File: src/rtl/flag_branch_unit.sv
// -----------------------------------------------------------------------------
// flag_branch_unit
//
// Purpose:
//   Consumer side of the ALU condition-code interface. Holds the architectural
//   flag register (Z, V, N), updating it from EX results according to the
//   opcode's write class. Resolves B/BR branches against those flags. A taken
//   branch produces a one-cycle registered redirect and a flush that stays
//   high for FLUSH_CYCLES cycles.
//
// Configuration macro:
//   FLAG_FWD_EN  When defined, a branch presented in the same IDLE cycle as a
//                flag-writing ALU result is evaluated on the merged new flags
//                without stalling. When undefined, that case stalls the branch
//                for one cycle so it is evaluated on the updated flags_q.
//
// Parameters:
//   FLUSH_CYCLES  number of cycles flush is high after a taken branch (1..7)
//
// Ports:
//   clk          core clock, rising edge
//   rst          asynchronous active-high reset
//   alu_valid    ALU result in EX is real this cycle
//   alu_opcode   ALU opcode of that result
//   alu_flags    ALU flags [2]=Z [1]=V [0]=N
//   br_req       branch presented for resolution
//   br_ccc       branch condition code
//   br_target    precomputed branch target
//   br_stall     request not accepted this cycle (combinational)
//   br_done      one-cycle pulse, accepted branch resolved not-taken
//   redirect     one-cycle pulse, taken branch
//   redirect_pc  branch target, valid while redirect=1, holds otherwise
//   flush        squash younger instructions
//   flags_q      current flag register
// -----------------------------------------------------------------------------
module flag_branch_unit #(
  parameter int FLUSH_CYCLES = 2
) (
  input  logic        clk,
  input  logic        rst,
  input  logic        alu_valid,
  input  logic [2:0]  alu_opcode,
  input  logic [2:0]  alu_flags,
  input  logic        br_req,
  input  logic [2:0]  br_ccc,
  input  logic [15:0] br_target,
  output logic        br_stall,
  output logic        br_done,
  output logic        redirect,
  output logic [15:0] redirect_pc,
  output logic        flush,
  output logic [2:0]  flags_q
);

  typedef enum logic [1:0] {
    ST_IDLE  = 2'd0,
    ST_REDIR = 2'd1,
    ST_FLUSH = 2'd2
  } state_t;

  localparam logic [2:0] FLUSH_RELOAD = 3'(FLUSH_CYCLES - 1);

  state_t      state_reg, state_next;
  logic [2:0]  cnt_reg, cnt_next;
  logic [2:0]  flags_reg, flags_next;
  logic        br_done_reg, br_done_next;
  logic        redirect_reg, redirect_next;
  logic        flush_reg, flush_next;
  logic [15:0] redirect_pc_reg;

  logic        wr_all;     // ADD/SUB: Z, V and N are written
  logic        wr_z;       // XOR/SLL/SRA/ROR: only Z is written
  logic        flag_wr;
  logic [2:0]  flags_merged;
  logic [2:0]  eval_flags;
  logic        hazard;
  logic        accept;
  logic        taken;

  // Branch condition evaluation on a Z/V/N triple.
  function automatic logic cond_met(input logic [2:0] ccc, input logic [2:0] f);
    logic z, v, n;
    z = f[2];
    v = f[1];
    n = f[0];
    case (ccc)
      3'b000:  cond_met = !z;                  // NEQ
      3'b001:  cond_met = z;                   // EQ
      3'b010:  cond_met = !z && !n;            // GT
      3'b011:  cond_met = n;                   // LT
      3'b100:  cond_met = z || (!z && !n);     // GTE
      3'b101:  cond_met = n || z;              // LTE
      3'b110:  cond_met = v;                   // OVFL
      default: cond_met = 1'b1;                // always
    endcase
  endfunction

  // ---------------------------------------------------------------------------
  // Flag write path
  // ---------------------------------------------------------------------------
  assign wr_all = (alu_opcode == 3'b000) || (alu_opcode == 3'b001);
  assign wr_z   = (alu_opcode == 3'b010) || (alu_opcode == 3'b100) ||
                  (alu_opcode == 3'b101) || (alu_opcode == 3'b110);

  // Results arriving under flush belong to squashed instructions.
  assign flag_wr = alu_valid && !flush_reg && (wr_all || wr_z);

  assign flags_merged = {(wr_all || wr_z) ? alu_flags[2]   : flags_reg[2],
                         wr_all           ? alu_flags[1:0] : flags_reg[1:0]};

  assign flags_next = flag_wr ? flags_merged : flags_reg;

  // ---------------------------------------------------------------------------
  // Branch acceptance and evaluation
  // ---------------------------------------------------------------------------
`ifdef FLAG_FWD_EN
  // Same-cycle flag write is forwarded into the evaluation; no hazard stall.
  assign hazard     = 1'b0;
  assign eval_flags = flag_wr ? flags_merged : flags_reg;
`else
  // Same-cycle flag write holds the branch one cycle so it sees flags_q.
  assign hazard     = flag_wr && br_req;
  assign eval_flags = flags_reg;
`endif

  assign br_stall = (state_reg != ST_IDLE) || hazard;
  assign accept   = br_req && !br_stall;
  assign taken    = accept && cond_met(br_ccc, eval_flags);

  // ---------------------------------------------------------------------------
  // FSM: state register
  // ---------------------------------------------------------------------------
  always_ff @(posedge clk or posedge rst) begin
    if (rst) begin
      state_reg <= ST_IDLE;
      cnt_reg   <= 3'd0;
    end else begin
      state_reg <= state_next;
      cnt_reg   <= cnt_next;
    end
  end

  // ---------------------------------------------------------------------------
  // FSM: next state and next values of the registered outputs
  // ---------------------------------------------------------------------------
  always_comb begin
    state_next    = state_reg;
    cnt_next      = cnt_reg;
    br_done_next  = 1'b0;
    case (state_reg)
      ST_IDLE: begin
        if (taken) begin
          state_next = ST_REDIR;
        end
        br_done_next = accept && !taken;
      end
      ST_REDIR: begin
        if (FLUSH_CYCLES <= 1) begin
          state_next = ST_IDLE;
        end else begin
          state_next = ST_FLUSH;
          cnt_next   = FLUSH_RELOAD;
        end
      end
      ST_FLUSH: begin
        if (cnt_reg <= 3'd1) begin
          state_next = ST_IDLE;
        end else begin
          cnt_next = cnt_reg - 3'd1;
        end
      end
      default: begin
        state_next = ST_IDLE;
      end
    endcase
    // Outputs are registered copies of what the next state implies, so they
    // line up exactly with the state they describe.
    redirect_next = (state_next == ST_REDIR);
    flush_next    = (state_next != ST_IDLE);
  end

  // ---------------------------------------------------------------------------
  // Registered outputs and flag register
  // ---------------------------------------------------------------------------
  always_ff @(posedge clk or posedge rst) begin
    if (rst) begin
      flags_reg       <= 3'b000;
      br_done_reg     <= 1'b0;
      redirect_reg    <= 1'b0;
      flush_reg       <= 1'b0;
      redirect_pc_reg <= 16'h0000;
    end else begin
      flags_reg    <= flags_next;
      br_done_reg  <= br_done_next;
      redirect_reg <= redirect_next;
      flush_reg    <= flush_next;
      // Target is captured at acceptance and held until the next taken branch.
      if (taken) begin
        redirect_pc_reg <= br_target;
      end
    end
  end

  assign br_done     = br_done_reg;
  assign redirect    = redirect_reg;
  assign redirect_pc = redirect_pc_reg;
  assign flush       = flush_reg;
  assign flags_q     = flags_reg;

endmodule
File: config.mk
export PLATFORM = sky130hd
export DESIGN_NAME = flag_branch_unit
export DESIGN_NICKNAME = d
export VERILOG_FILES = /design/src/rtl/flag_branch_unit.sv
export SDC_FILE = /design/constraint.sdc
export NUM_CORES = 1
export LEC_CHECK = 0
export CAP_MARGIN = 20
export CELL_PAD_IN_SITES_DETAIL_PLACEMENT = 1
export CELL_PAD_IN_SITES_GLOBAL_PLACEMENT = 2
export CORE_MARGIN = 10
export CORE_UTILIZATION = 28
export CTS_CLUSTER_DIAMETER = 40
export DETAILED_ROUTE_END_ITERATION = 6
export HOLD_SLACK_MARGIN = 0.08
export PLACE_DENSITY_LB_ADDON = 0.1
export SETUP_SLACK_MARGIN = 0.5
export SKIP_LAST_GASP = 1
export SYNTH_ARGS = -nofsm -noshare
export SYNTH_HDL_FRONTEND = slang
export SYNTH_SLANG_ARGS = --single-unit
File: constraint.sdc
create_clock -name clk -period 2.5 [get_ports clk]
set_input_delay 0.25 -clock clk [delete_from_list [all_inputs] [get_ports clk]]
set_output_delay 0.25 -clock clk [all_outputs]
set_load 0.02 [all_outputs]
==> summary.txt <==
Synth
  – Largest family of logic cells by synthesized area: multiplexers
  – Cells after Synth: 90
  – XOR/XNOR share of the synthesized area: 0.730%
  – Post-Syn Area per Cell: 13.3 um2
  – Register area share after synthesis: 56.3%
  – Synth Cell Area: 1200 um2
  – Adder-cell area share of the yosys netlist: 2.09%
  – #FFs+latches synth: 27
  – Largest area contributor in the netlist: dfrtp_1
  – Cells taking the most area after synthesis: dfrtp_1 56%, mux2_4 11%, mux2_2 4.7%
  – Yosys top cell area share: 56.3%
  – Synthesis Warnings: 0
  – Post-synthesis mux area share: 19.7%
  – Yosys cell types: 22
  – Synth Area in Simple Gates: 8.76%
  – Mapped Nets: 121
  – Compound-Gate Fraction of Synth Area: 7.61%

Place
  – Post-Place Cell Area: 1760 um2
  – Dpl hpwl: 2.56 mm
  – RD Place Congestion: 0.792
  – Worst slack at placement: 201 ps
  – Port-buffer cells: 51

STA
  – Setup ws final: 540 ps
  – RSZ-0062 raised after global routing: no
  – Fmax: 510 MHz
  – Hold Slack: 339 ps
  – Final setup violation count: 0
  – Hold Vio Cnt, Final: 0
  – Slew HR: 73.1%
  – Worst Skew: 3.07 ps
  – Final slew viol count: 0
  – Tcrit/Tclk final: 78.4%
  – Worst Max-Slew Pin Slew: 400 ps
  – Sum of negative setup slack: 0 ps
  – Tmin final: 1960 ps

Pwr
  – Leak Pwr: 0.820 nW
  – Pwr Density: 1130 nW/um2
  – Maximum vdd drop: 0.478 mV

Final layout
  – Util after Layout: 45.5%
  – Fillers: 451
  – Ant. Diodes: 0
  – Layout area overhead: 55.0%
  – FF+latch area: 676 um2
  – Largest register FFs: 16
  – Share of cells above drive strength 1: 17.4%
  – Area occupied by multi-input gates: 467 um2
  – Fin nets: 181
  – Fin area: 1860 um2

Setup path
  – Worst R2R End: redirect_pc[1]$_DFFE_PP0P_
  – WP data arrival: 2110 ps
  – Worst-path fanout max: 5
  – Buf/Inv on CP: 2
  – Worst path top cell family by delay: buffers and inverters
  – Worst path slowest cell: clkdlybuf4s50_1
  – Crit end category: flop
  – Crit path kind: primary input to flop
  – Critical Path Source Type: primary input
  – Crit-path cells: clkdlybuf4s50_1 -> nand2b_1 -> o22ai_1 -> o32a_4 -> nor2_8 -> buf_4 -> mux2_1
  – Worst path max stage delay: 540 ps
  – WP data required: 2650 ps
  – Worst R2R Setup Slack: 610 ps
  – Worst R2R Start: flags_q[2]$_DFFE_PP0P_
  – Reg2Reg Depth: 6

Drt
  – WL final: 3.20 mm
  – Drc violations: 0
  – 1st-pass router iterations: 4
  – Via count: 871
  – Vias per std cell: 4.38
  – Post-DR wirelength/cell: 16.1 um
  – Antenna viol nets, final: 0
  – DRT iter0 DRCs: 20

Global routing
  – Total GRT Usage: 8.84%
  – First-pass GRT wire length: 5.22 mm
  – Initial antenna violation count: 0
  – Largest net degree at the start of global routing: 28
  – Vias in the first global route: 1024
  – Total grt overflow: 0

Clocking
  – CTS Buf Count: 3
  – Clock sinks: 27
  – Cts hold-fix bufs: 0
  – Root Buffer Master: clkbuf_8
  – Clk Latency, worst-skew pair: 260 ps
  – H-tree levels: 1
  – Clk pin slew, worst setup/hold paths: 80 ps
  – Clk buf depth: 2
  – CTS tree: yes

Status
  – Status: completed

Floorplan
  – Io pins: 52
  – Die Y: 85.5 um
  – Area of the die: 7300 um2
  – Core Footprint: 4090 um2
  – Rows: 23
  – Die width: 85.5 um
  – Initial Util: 29.4%

Worst hold path
  – Hold crit path type: primary input to asynchronous set/reset pin

Job
  – Maxcap violations: 0
==> area by class of cell <==
class	instances	share of cell area, %
Sequential cell	27	36.3
Timing Repair Buffer	56	30.8
Multi-Input combinational cell	52	25.1
Tap cell	50	3.36
Clock buffer	4	2.42
Inverter	10	2.02
==> how the worst max path moves through the flow <==
stage	startpoint	to	slack, ps	cells after the start
3_3_place_gp	br_ccc[2]	redirect_pc[5]$_DFFE_PP0P_	260	6
6_report	br_ccc[2]	redirect_pc[1]$_DFFE_PP0P_	540	7
2_1_floorplan	flags_q[2]$_DFFE_PP0P_	redirect_pc[0]$_DFFE_PP0P_	670	6
3_5_place_dp	br_ccc[2]	redirect_pc[5]$_DFFE_PP0P_	200	6
4_1_cts	br_ccc[2]	redirect_pc[1]$_DFFE_PP0P_	510	6
5_1_grt	br_ccc[2]	redirect_pc[1]$_DFFE_PP0P_	500	7
==> cells in the final DEF (no fill, tap or decap) <==
cell,n
clkdlybuf4s50_1,50
dfrtp_1,27
inv_1,10
mux2_4,9
nor2_1,5
mux2_2,5
nand2_1,4
o21ai_0,4
mux2_1,4
nand2b_1,3
o22ai_1,3
a21oi_1,3
clkbuf_8,3
buf_4,3
nor3_1,2
ha_1,2
buf_12,2
or2_2,1
o32a_4,1
a21o_1,1
nand3_2,1
nor2_8,1
o21bai_1,1
nor2b_1,1
xnor2_1,1
clkbuf_1,1
dlygate4sd2_1,1
==> where the power goes <==
group          switching (W)  internal [W]  total (W)
registers           0.000118      0.000629   0.000747
logic               0.000505      0.000605    0.00111
clock network       0.000121      0.000114   0.000235
==> worst register-to-register path, delay by kind of cell, from the launching register on <==
family / cells / cell delay [ps]
muxes: 1 / 310
buffers and inverters: 1 / 150
DFF: 1 / 410
AOI/OAI and AO/OA: 2 / 550
and+or+nand+nor: 2 / 360
==> synth_stat cells (all sizes together) <==
master,number
o21bai,1
o21ai,4
a21oi,3
dfrtp,27
mux2,18
xnor2,1
nor3,2
nor2b,1
or2,1
o32a,1
nor2,6
a21o,1
nand3,1
buf,1
inv,10
nand2b,3
ha,2
o22ai,3
nand2,4
==> cell families (layout without fill, tap and decap cells) <==
| family | count (synthesis) | in the layout |
|---|---|---|
| flops | 27 | 27 |
| xor+xnor | 1 | 1 |
| fa+ha+maj | 2 | 2 |
| buf+inv | 11 | 70 |
| mux | 18 | 18 |
| simple gates | 18 | 18 |
| compound gates | 13 | 13 |
==> per-stage QoR <==
stage | std cells | total power [W]
2_1_floorplan | 90 | 0.00135
3_3_place_gp | 191 | 0.00182
3_5_place_dp | 191 | 0.00185
4_1_cts | 195 | 0.00209
5_1_grt | 199 | 0.00224
6_report | 199 | 0.00209
==> metal layers <==
layer / vias up / global-route usage [%] / share of wire (%)
met5: - / 0 / 0
met4: 0 / 3.14 / 1.2
met3: 4 / 3.63 / 7.4
met2: 27 / 16.6 / 55
met1: 423 / 8.38 / 37
li1: 417 / - / -
==> timing repair <==
item / 4_1_cts / 5_1_grt
endpoints found under the setup margin: 7 / 16
gates resized for setup: 1 / 0
cloned: 0 / 0
setup buffers: 0 / 4
pin swaps: 1 / 1
No activity file was read; power rests on OpenSTA's default activity.
==> edit, RTL diff (same flow settings) <==
Make the reset (`rst`) synchronous in 2 clocked blocks. Comments in the files are not updated.
--- a/src/rtl/flag_branch_unit.sv
+++ b/src/rtl/flag_branch_unit.sv
@@ -131,5 +131,5 @@
   // FSM: state register
   // ---------------------------------------------------------------------------
-  always_ff @(posedge clk or posedge rst) begin
+  always_ff @(posedge clk) begin
     if (rst) begin
       state_reg <= ST_IDLE;
@@ -183,5 +183,5 @@
   // Registered outputs and flag register
   // ---------------------------------------------------------------------------
-  always_ff @(posedge clk or posedge rst) begin
+  always_ff @(posedge clk) begin
     if (rst) begin
       flags_reg       <= 3'b000;
Formal check against the unedited RTL: differs if rst is asserted again (counterexample within 4 cycles, from zero or initial values and one cycle with rst high); with rst held inactive, the same outputs for 10 cycles.
==> edit against the original RTL <==
Worst setup slack gained 0.15 ns. Sequential share of layout area shrank 6.4 points. Non-clock buffer count shrank 1. Wire length grew 7.6%. Via count grew 23%. Area after synthesis shrank 1.9%. Sequential cell count is the same. Cell area shrank 2.8%. First-iteration DRC count grew 25%. Critical path type unchanged. Highest routed layer unchanged.
Power is not compared: it rests on default switching activity, and its combinational part moved more than twofold at a synthesized area within 25%.
==> edit: results (changes against the original RTL) <==
routability cong. 0.759 (-4.2%); drt via density 4.60 (+5.0%); top post-synthesis cells by area dfxtp_1, mux2i_1, nand2_1; total track usage 9.88% (+1.0 points); grt met3 use 4.11% (+0.48 points); top_reg_cell synth dfxtp_1; share of the yosys chip area belonging to registers 45.9% (-10 points); CP max-delay cell or4b_4; Fin Hold WS 0.462 ns (+0.123 ns); total number of vias 1071 (+23%); outcome complete, no violations; clock latency on the worst-skew pair 0.28 ns (+0.02 ns); dpl ws 0.308 ns (+0.107 ns); vias in the first global route 1179 (+15%); Synth Instances 129 (+43%); largest net degree at the start of global routing 34 (+21%); Hold Crit Class reg -> reg; routing usage on met2 17.0% (+0.40 points); Final nets 215 (+19%); Async S/R FF share, synth 0% (-100 points); register-to-register setup slack 0.72 ns (+0.11 ns); Syn Nets 160 (+32%); worst reg2reg path startpoint flush$_SDFF_PP0_; WL/cell 14.8 um (-8.1%); HPWL Detailed 2.78 mm (+8.7%); top cells by count, synth nand2_1, dfxtp_1, mux2i_1; Rel. slew slack 66.4% (-6.8 points); CP arrival 2.01 ns (-0.10 ns); Distinct cells, synth 25 (+14%); Clock Skew 0.00559 ns (+0.00252 ns); Initial DRC Count 25 (+25%); first-pass GRT wire length 5.87 mm (+12%)
edit: cell types whose count changed after synthesis, moves of 5 or more:
| cell | before | now |
|---|---|---|
| nand2_1 | 4 | 34 |
| dfrtp_1 | 27 | 0 |
| dfxtp_1 | 0 | 27 |
| mux2i_1 | 0 | 20 |
| mux2_4 | 9 | 0 |
| mux2_2 | 5 | 0 |
edit: worst max path at each step:
| stage | start | end | slack [ns] | cells past startpoint |
|---|---|---|---|---|
| finish | alu_opcode[1] | redirect_pc[1]$_SDFFE_PP0P_ | 0.69 | 6 |
| global route | cnt_reg[1]$_SDFFE_PP0P_ | cnt_reg[2]$_SDFFE_PP0P_ | 0.55 | 7 |
| CTS | alu_valid | redirect_pc[1]$_SDFFE_PP0P_ | 0.62 | 7 |
| detailed placement | alu_valid | redirect_pc[1]$_SDFFE_PP0P_ | 0.31 | 7 |
| global placement | alu_opcode[1] | redirect_pc[5]$_SDFFE_PP0P_ | 0.39 | 6 |
| floorplan | flush$_SDFF_PP0_ | redirect_pc[10]$_SDFFE_PP0P_ | 0.53 | 6 |
edit: repair_timing:
item                                    CTS  global route
gates resized for setup                   1             1
pin swaps                                 0             0
cloned                                    0             0
endpoints found under the setup margin    1             2
edit: layout make-up:
cell class | count | area, um^2 | area share [%]
tap | 50 | 62.6 | 3.46
sequential | 27 | 542 | 30.0
multi-input combinational | 91 | 588 | 32.5
clock inverter | 1 | 7.51 | 0.416
inverter | 6 | 22.5 | 1.25
timing repair buffer | 55 | 543 | 30.1
clock buffer | 3 | 41.3 | 2.29
edit: where the power goes:
part	total [mW]	switching, mW	internal (mW)
registers	0.468	0.0141	0.454
logic	0.215	0.0985	0.117
clock network	0.257	0.144	0.113
total	0.940	0.257	0.684
edit: logic make-up after synthesis:
kind of cell	count (synthesis)	share of synthesized area, %
AND/OR/NAND/NOR	58	24.2
flip-flops	27	45.9
multiplexers	20	17.0
buffers and inverters	11	4.14
AO/OA/AOI/OAI	10	5.84
adder cells (fa/ha/maj)	2	2.13
XOR/XNOR	1	0.744
edit: metal layers:
metal,vias to the layer above,wire (um)
met2,29,1750
met5,-,0
li1,535,-
met3,4,269
met4,0,46
met1,503,1370
edit: critical path, delay by kind of cell:
kind | cells | cell delay [ns]
AO/OA/AOI/OAI | 1 | 0.08
buffers and inverters | 2 | 0.76
multiplexers | 1 | 0.23
AND/OR/NAND/NOR | 2 | 0.69
